### src/rtl/exe_stage.sv
// Execute stage: Val2 generation, ALU, branch target, {N,Z,C,V} status register, EXE/MEM register.
// Latency: alu_result/wb/mem/store/dest/status registered (1 cycle); branch_taken/branch_address combinational.
// Backpressure: freeze=1 holds the EXE/MEM and status registers; rst (async, active-high) overrides freeze.
//
// Ports: clk, rst, freeze; ID/EX controls (wb_enable_in, mem_read_in, mem_write_in,
// branch_enable_in, S_in, exec_cmd, dest_in, status_in); operands (PC_in, Val_Rn, Val_Rm,
// immediate, shift_operand, signed_imm_24); forwarding (sel_src1, sel_src2, mem_fwd_val,
// wb_fwd_val); outputs branch_taken, branch_address, status_out, wb_enable, mem_read,
// mem_write, alu_result, store_data, dest.
// Optional macro FORWARDING_EN: when defined, sel_src1/sel_src2 choose operands
// (00/11 register, 01 mem_fwd_val, 10 wb_fwd_val); otherwise those ports are ignored.
module exe_stage (
    input  logic        clk,
    input  logic        rst,
    input  logic        freeze,
    input  logic        wb_enable_in,
    input  logic        mem_read_in,
    input  logic        mem_write_in,
    input  logic        branch_enable_in,
    input  logic        S_in,
    input  logic [3:0]  exec_cmd,
    input  logic [31:0] PC_in,
    input  logic [31:0] Val_Rn,
    input  logic [31:0] Val_Rm,
    input  logic        immediate,
    input  logic [11:0] shift_operand,
    input  logic [23:0] signed_imm_24,
    input  logic [3:0]  dest_in,
    input  logic [3:0]  status_in,
    input  logic [1:0]  sel_src1,
    input  logic [1:0]  sel_src2,
    input  logic [31:0] mem_fwd_val,
    input  logic [31:0] wb_fwd_val,
    output logic        branch_taken,
    output logic [31:0] branch_address,
    output logic [3:0]  status_out,
    output logic        wb_enable,
    output logic        mem_read,
    output logic        mem_write,
    output logic [31:0] alu_result,
    output logic [31:0] store_data,
    output logic [3:0]  dest
);

    logic [31:0] op_a;
    logic [31:0] op_b;

`ifdef FORWARDING_EN
    always_comb begin
        case (sel_src1)
            2'b01:   op_a = mem_fwd_val;
            2'b10:   op_a = wb_fwd_val;
            default: op_a = Val_Rn;
        endcase
        case (sel_src2)
            2'b01:   op_b = mem_fwd_val;
            2'b10:   op_b = wb_fwd_val;
            default: op_b = Val_Rm;
        endcase
    end
    logic [1:0] unused_status;
    assign unused_status = status_in[3:2];
`else
    assign op_a = Val_Rn;
    assign op_b = Val_Rm;
    // Forwarding ports stay on the boundary so both builds share one netlist interface.
    logic unused_fwd;
    assign unused_fwd = ^{sel_src1, sel_src2, mem_fwd_val, wb_fwd_val, status_in[3:2]};
`endif

    // Val2 generation
    logic [31:0] imm32;
    logic [4:0]  rot_amt;
    logic [4:0]  sh_amt;
    logic [63:0] imm_dbl;
    logic [63:0] rm_dbl;
    logic [31:0] val2;

    assign imm32   = {24'b0, shift_operand[7:0]};
    assign rot_amt = {shift_operand[11:8], 1'b0};
    // Register-specified shifts are not supported; they degrade to no shift.
    assign sh_amt  = shift_operand[4] ? 5'd0 : shift_operand[11:7];
    // Rotates are done as a right shift of a doubled word.
    assign imm_dbl = {imm32, imm32} >> rot_amt;
    assign rm_dbl  = {op_b, op_b} >> sh_amt;

    always_comb begin
        val2 = 32'b0;
        if (mem_read_in || mem_write_in) begin
            val2 = {20'b0, shift_operand};
        end else if (immediate) begin
            val2 = imm_dbl[31:0];
        end else begin
            case (shift_operand[6:5])
                2'b00:   val2 = op_b << sh_amt;
                2'b01:   val2 = op_b >> sh_amt;
                2'b10:   val2 = $signed(op_b) >>> sh_amt;
                default: val2 = rm_dbl[31:0];
            endcase
        end
    end

    // ALU: add and subtract share one 33-bit adder; subtract uses A + ~Val2 + cin,
    // so the carry-out is directly NOT borrow.
    logic        c_in;
    logic [31:0] add_b;
    logic        add_cin;
    logic [32:0] sum;
    logic        arith;
    logic        known;
    logic [31:0] result;
    logic        flag_c;
    logic        flag_v;

    assign c_in = status_in[1];

    always_comb begin
        add_b   = val2;
        add_cin = 1'b0;
        arith   = 1'b0;
        known   = 1'b1;
        result  = 32'b0;
        case (exec_cmd)
            4'b0010: begin arith = 1'b1; end
            4'b0011: begin arith = 1'b1; add_cin = c_in; end
            4'b0100: begin arith = 1'b1; add_b = ~val2; add_cin = 1'b1; end
            4'b0101: begin arith = 1'b1; add_b = ~val2; add_cin = c_in; end
            default: ;
        endcase
        sum = {1'b0, op_a} + {1'b0, add_b} + {32'b0, add_cin};
        case (exec_cmd)
            4'b0001: result = val2;
            4'b1001: result = ~val2;
            4'b0010, 4'b0011, 4'b0100, 4'b0101: result = sum[31:0];
            4'b0110: result = op_a & val2;
            4'b0111: result = op_a | val2;
            4'b1000: result = op_a ^ val2;
            default: known = 1'b0;
        endcase
    end

    assign flag_c = arith ? sum[32] : status_in[1];
    assign flag_v = arith ? ((op_a[31] == add_b[31]) && (sum[31] != op_a[31])) : status_in[0];

    assign branch_taken   = branch_enable_in;
    assign branch_address = PC_in + {{6{signed_imm_24[23]}}, signed_imm_24, 2'b00};

    // Status register: unlisted opcodes leave the flags untouched even with S set.
    always_ff @(posedge clk or posedge rst) begin
        if (rst) begin
            status_out <= 4'b0;
        end else if (S_in && known && !freeze) begin
            status_out <= {result[31], (result == 32'b0), flag_c, flag_v};
        end
    end

    // EXE/MEM pipeline register
    always_ff @(posedge clk or posedge rst) begin
        if (rst) begin
            wb_enable  <= 1'b0;
            mem_read   <= 1'b0;
            mem_write  <= 1'b0;
            alu_result <= 32'b0;
            store_data <= 32'b0;
            dest       <= 4'b0;
        end else if (!freeze) begin
            wb_enable  <= wb_enable_in;
            mem_read   <= mem_read_in;
            mem_write  <= mem_write_in;
            alu_result <= result;
            store_data <= op_b;
            dest       <= dest_in;
        end
    end

endmodule

### config.mk
export PLATFORM = sky130hd
export DESIGN_NAME = exe_stage
export DESIGN_NICKNAME = d
export VERILOG_FILES = /design/src/rtl/exe_stage.sv
export SDC_FILE = /design/constraint.sdc
export NUM_CORES = 1
export LEC_CHECK = 0
export ABC_AREA = 1
export CELL_PAD_IN_SITES_DETAIL_PLACEMENT = 1
export CELL_PAD_IN_SITES_GLOBAL_PLACEMENT = 2
export CORE_MARGIN = 3
export CORE_UTILIZATION = 27
export CTS_BUF_LIST = sky130_fd_sc_hd__clkbuf_4 sky130_fd_sc_hd__clkbuf_8
export CTS_CLUSTER_DIAMETER = 80
export DETAILED_ROUTE_END_ITERATION = 12
export GPL_ROUTABILITY_DRIVEN = 0
export PLACE_DENSITY_LB_ADDON = 0.1
export SLEW_MARGIN = 0
export SYNTH_ARGS = -nofsm -noshare
export SYNTH_HDL_FRONTEND = slang
export SYNTH_SLANG_ARGS = --single-unit
export TNS_END_PERCENT = 10
### constraint.sdc
create_clock -name clk -period 5.4 [get_ports clk]
set_input_delay 1.35 -clock clk [delete_from_list [all_inputs] [get_ports clk]]
set_output_delay 1.35 -clock clk [all_outputs]
set_load 0.01 [all_outputs]
==> results of run 1 <==
-- worst max path at each step --
| stage | cells after the start | to |
|---|---|---|
| floorplan | 36 | status_out[2] |
| global placement | 34 | status_out[2] |
| detailed placement | 29 | status_out[1] |
| CTS | 22 | branch_address[30] |
| global route | 33 | status_out[2] |
| finish | 33 | status_out[2] |
-- what timing repair did --
item | in CTS | in global routing
gates resized for setup | 478 | 371
pin swaps | 134 | 156
hold buffers | 0 | 0
setup buffers | 48 | 37
endpoints found under the setup margin | 53 | 54
cloned | 14 | 2
-- per-layer routing --
metal | up-vias | global-route usage [%] | routed length, um
met1 | 10400 | 39.9 | 39100
met3 | 127 | 2.61 | 4600
met5 | - | 0 | 0
li1 | 9938 | - | -
met2 | 638 | 48.8 | 41000
met4 | 0 | 7.97 | 2550
-- worst register-to-register path: cells and delay by family, from the launching register on --
family           cells  cell delay, ns
AND/OR/NAND/NOR      1            0.09
flip-flops           1            0.43
AO/OA/AOI/OAI        1            0.10
-- registers in the layout, indices dropped and copies added, names as in the netlist --
register and count:
alu_result 32, store_data 32, dest 4, status_out 4, mem_read 1, mem_write 1, wb_enable 1
-- kinds of logic after synthesis --
kind of cell    Yosys count  synth area share, %
buf+inv                 350                 10.6
mux                       2                0.140
compound gates          348                 14.0
fa+ha+maj               128                 11.4
flops                    75                 13.1
simple gates           1542                 46.9
xor+xnor                 63                 3.86
-- area by class of cell --
cell class / count / share of cell area (%)
Sequential cell: 75 / 7.34
Clock buffer: 10 / 0.514
Timing Repair Buffer: 889 / 31.3
Antenna cell: 3 / 0.0294
Multi-Input combinational cell: 2086 / 53.7
Timing Repair inverter: 2 / 0.0783
Clock inverter: 6 / 0.162
Tap cell: 680 / 3.33
Inverter: 230 / 3.55
-- report_power, final --
group          internal [mW]  switching [mW]  total [mW]
Combinational           1.39            1.68        3.07
Clock                  0.172           0.218       0.390
Sequential             0.627          0.0424       0.669
-- placed cells by master (no fill, tap or decap), types with 83 or more instances in the layout --
cell type          n
buf_4            575
clkdlybuf4s50_1  204
ha_1             109
inv_1            178
nand2_1          614
nand2_2          141
nand3_1          314
nand3_2          168
nor2_1           121
o21ai_0           83
-- metrics by stage --
step | instance area, sq um | util, % | TNS (ns)
2_1_floorplan | 14300 | - | 0
3_3_place_gp | 21400 | 41.2 | -36.08
3_5_place_dp | 21400 | 41.2 | -40.09
4_1_cts | 23900 | 46.1 | -1.55
5_1_grt | 25500 | 49.3 | -2.66
6_report | 25600 | 49.3 | -0.0258
==> impl_metrics.yaml, run 1 <==
critical_path:
  critPathCaptureType: "flop"
  crit_top_cell: "nand2_1"
  rrSetupSlack_ns: 4.63
  r2r_start: "store_data[23]"
  worst_r2r_path_depth: 2
  cp-startpoint: "Val_Rm[13]"
  r2r-end: "store_data[23]"
  crit_path_top_delay_cell: "clkdlybuf4s50_1"
  path_delay_family: "simple AND/OR/NAND/NOR gates"
  worstPathArrival_ns: 5.73
  max_stage_delay_ns: 0.48
  critical_path_required_ns: 5.70
  critPathKind: "in2reg"
  start_kind: "input pin"
  cp.buffers_inverters: 6
  crit_path_max_fanout: 4
cells_and_area:
  drive_gt1_share_pct: 39.0
  n_fill_cell: 6608
  finalNonFillerCells: 3981
  multi_input_area_sq_mm: 0.0137
  nets: 3642
  syn_to_final_growth_pct: 78.6
  seqCellArea_sq_mm: 0.00188
clocking:
  cts_buffer_depth: 2
  clk_pin_slew_ns: 0.09
  clockRootBuffer: "clkbuf_8"
  clk-insertion-delay-late_ns: 0.34
  htreeDepth: 3
  cts_made_buffers: 9
  cts_tree: "yes"
  clkSinkCount: 75
worst_hold_path:
  min_path_cells: 2
  min_path_type: "reg2reg"
  hold_start: "store_data[4]"
  whs_endpoint: "store_data[4]"
global_routing:
  grt_max_degree: 89
  antenna_found_initial: 3
  grt_usage_pct: 29.1
  grt_pass1_wl_um: 128000
  grt_overflow: 0
  grt_pass1_vias: 21700
detailed_routing:
  vias: 21100
  drt_first_pass_iters: 6
  drc: 0
  wl_um: 87200
  ant_nets: 0
  avgViaCountPerCell: 5.31
  wire_per_inst_um: 21.9
  drt_first_iter_violations: 1499
pwr:
  power_mw: 4.13
  power_leakage_nw: 12.8
  powerDensity_mw_per_mm2: 162
  ir_drop_v: 0.0000992
timing:
  relSlewSlack_pct: 26.0
  finalCritPeriodShare_pct: 100
  rsz0062_at_grt: "true"
  timing.final.ws_setup_ns: -0.0258
  worst_pin_slew_ns: 1.11
  report.final.slew_viol_count: 0
  fmax_ghz: 0.184
  setup_viol: 1
  holdWs_ns: 0.481
  finalWorstPathRequiredPeriod_ns: 5.43
  fin_worst_skew_ns: 0
  hold_violations: 0
logic_synthesis:
  yosysWarnings: 0
  async_flop_share_pct: 100
  synth_top_area_share_pct: 20.0
  synthFlopType: "dfrtp_1"
  ys_ff_latch: 75
  yosysTopAreaCell: "nand2_1"
  yosysSeqAreaShare_pct: 13.1
  syn_avg_cell_area_sq_um: 5.70
  yosysMostFrequentCell: "nand2_1"
  synth_area_leaders: "nand2_1, nand3_1, dfrtp_1"
  yosys-top-cells-count: "nand2_1, nand3_1, inv_1, nor2_1, ha_1"
  syn_inst: 2508
  syn_area_sq_mm: 0.0143
  syn_nets: 2857
  synth_edf_count: 0
  yosys.cell_types.count: 51
die:
  pin_count: 329
  rows: 83
  core_area_sq_mm: 0.0518
  die_w_um: 236
  start_util_pct: 27.6
  die-area_sq_mm: 0.0558
  die_y_um: 236
placement:
  dp_slack_ns: -1.29
  hpwl_um: 68300
  io_buffers: 252
  dp.cells: 3863
outcome:
  status: "finished, violations left"
  violations: "negative setup slack"
job:
  maxCapViolations: 0
(Power assumes the default switching activity.)
==> inputs of run 2 (changes only) <==
--- a/config.mk
+++ b/config.mk
@@ -6,6 +6,7 @@
 export NUM_CORES = 1
 export LEC_CHECK = 0
 export ABC_AREA = 1
+export CAP_MARGIN = 25
 export CELL_PAD_IN_SITES_DETAIL_PLACEMENT = 1
 export CELL_PAD_IN_SITES_GLOBAL_PLACEMENT = 2
 export CORE_MARGIN = 3
@@ -14,7 +15,7 @@
 export CTS_CLUSTER_DIAMETER = 80
 export DETAILED_ROUTE_END_ITERATION = 12
 export GPL_ROUTABILITY_DRIVEN = 0
-export PLACE_DENSITY_LB_ADDON = 0.1
+export PLACE_DENSITY = 0.95
 export SLEW_MARGIN = 0
 export SYNTH_ARGS = -nofsm -noshare
 export SYNTH_HDL_FRONTEND = slang
==> impl_metrics.yaml, run 2 (same netlist as run 1, synthesis figures left out) <==
detailed_routing:
  vias: 25200
  ant_nets: 0
  wire_per_inst_um: 29.4
  drt_first_pass_iters: 6
  drc: 0
  avgViaCountPerCell: 6.39
  wl_um: 116000
  drt_first_iter_violations: 3706
timing:
  report.final.slew_viol_count: 0
  finalWorstPathRequiredPeriod_ns: 6.55
  setup_viol: 40
  hold_violations: 0
  worst_pin_slew_ns: 1.18
  relSlewSlack_pct: 20.7
  finalCritPeriodShare_pct: 121
  fin_worst_skew_ns: 0
  fmax_ghz: 0.153
  timing.final.ws_setup_ns: -1.15
  rsz0062_at_grt: "true"
critical_path:
  critical_path_required_ns: 5.72
  cp-startpoint: "shift_operand[4]"
  critPathKind: "in2reg"
  crit_top_cell: "nand2_1"
  crit_path_max_fanout: 7
  max_stage_delay_ns: 0.60
  crit_path_top_delay_cell: "nor2_1"
  critPathCaptureType: "flop"
  start_kind: "input pin"
  worstPathArrival_ns: 6.87
  r2r_start: "alu_result[22]"
global_routing:
  grt_overflow: 0
  met3_usage_pct: 6.34
  grt_max_degree: 88
  grt_use_met1_pct: 33.9
  antenna_found_initial: 12
  met2_usage_pct: 48.8
  grt_usage_pct: 29.0
  grt_pass1_wl_um: 130000
  grt_pass1_vias: 23200
  top_usage_layer: "met2"
pwr:
  swShare_pct: 50.9
  power_mw: 4.60
  switchingPower_mw: 2.34
  power_frac_comb_pct: 73.3
  ir_drop_v: 0.000135
  p_int_mw: 2.26
  powerDensity_mw_per_mm2: 183
  pwr-share-clk_pct: 12.0
  power_leakage_nw: 12.5
  seqPwrFrac_pct: 14.7
placement:
  io_buffers: 252
  placed_area_sq_mm: 0.0211
  hpwl_um: 66700
  dp.cells: 3829
outcome:
  status: "finished, violations left"
  violations: "negative setup slack"
clocking:
  cts_tree: "yes"
  cts_hold_buffers: 0
  clk_pin_slew_ns: 0.07
  cts_buffer_depth: 2
  cts_made_buffers: 9
  clk-insertion-delay-late_ns: 0.40
  clockRootBuffer: "clkbuf_8"
  clkSinkCount: 75
  htreeDepth: 3
die:
  die_y_um: 236
  pin_count: 329
  core_area_sq_mm: 0.0518
  start_util_pct: 27.6
  rows: 83
  die_w_um: 236
  die-area_sq_mm: 0.0558
cells_and_area:
  syn_to_final_growth_pct: 75.3
  layout_commonest_cell: "nand2_1"
  nets: 3593
  finalNonFillerCells: 3936
  final_util_pct: 48.4
  largestRegisters: "alu_result (32), store_data (32)"
  drive_gt1_share_pct: 37.6
  n_fill_cell: 6522
  final_area_sq_mm: 0.0251
  final_cell_mix: "nand2_1, buf_4, nand3_1, clkdlybuf4s50_1, inv_1"
worst_hold_path:
  hold_start: "alu_result[5]"
  min_path_type: "reg2reg"
job:
  maxCapViolations: 0
-- run 2: cell count changes in the layout (fill, tap and decap cells not counted), sizes merged, moves of 4 or more --
cell,before,now
diode,3,7
dlymetal6s2s,20,13
buf,642,587
clkbuf,18,27
inv,232,228
clkdlybuf4s50,204,215
-- run 2: power groups by stage --
stage / clock (mW) / sequential (mW) / combinational (mW)
after floorplan: 0 / 0.702 / 1.10
after global placement: 0 / 0.672 / 2.35
after detailed placement: 0 / 0.678 / 2.46
after CTS: 0.530 / 0.668 / 2.60
after global routing: 0.566 / 0.681 / 3.45
final: 0.553 / 0.676 / 3.37
-- run 2: stage by stage --
stage | setup WS [ns] | TNS, ns | hold WS [ns]
after global placement | -1.12 | -29.18 | 0.460
final | -1.15 | -21.67 | 0.486
after global routing | -1.15 | -23.35 | 0.516
after detailed placement | -1.30 | -39.65 | 0.467
after CTS | -0.434 | -6.48 | 0.486
after floorplan | 0.490 | 0 | 0.515
-- run 2: final timing paths --
kind                                        to  slack (ns)  cells after the start
worst max register to register  alu_result[22]        4.42                      2
worst max-delay path             status_out[2]       -1.15                     40
min in group asynchronous       store_data[28]        1.45                      2
max in group asynchronous        alu_result[7]        3.00                      3
worst min register to register   alu_result[5]        0.49                      2
worst min-delay path             alu_result[5]        0.49                      2
-- run 2: area by class of cell --
class	count	area [sq um]	area share (%)
well taps	680	851	3.39
repair inverters	1	11.3	0.0449
multi-input cells	2087	13700	54.8
diodes	7	17.5	0.0698
repair buffers	840	7430	29.6
clock inverters	5	85.1	0.339
flip-flops and latches	75	1880	7.48
inverters	230	911	3.63
clock buffers	11	151	0.604
-- run 2: timing repair --
item | in CTS | in global routing
pin swaps | 46 | 136
gates cloned | 5 | 11
buffers inserted | 21 | 47
setup endpoints to repair | 55 | 57
gates resized for setup | 244 | 563
-- run 2: layer usage --
metal  up-vias  wire length [um]
met1     11900             39400
met4        10             11800
met3      1048             15600
li1       9839                 -
met5         -                74
met2      2405             48900
-- run 2: worst max-delay path, delay by kind of cell --
kind / cells / cell delay [ns]
xor gates and xnor gates: 1 / 0.10
AOI/OAI and AO/OA: 2 / 0.33
buffers and inverters: 10 / 1.19
adders and majority gates: 1 / 0.41
and+or+nand+nor: 26 / 3.42
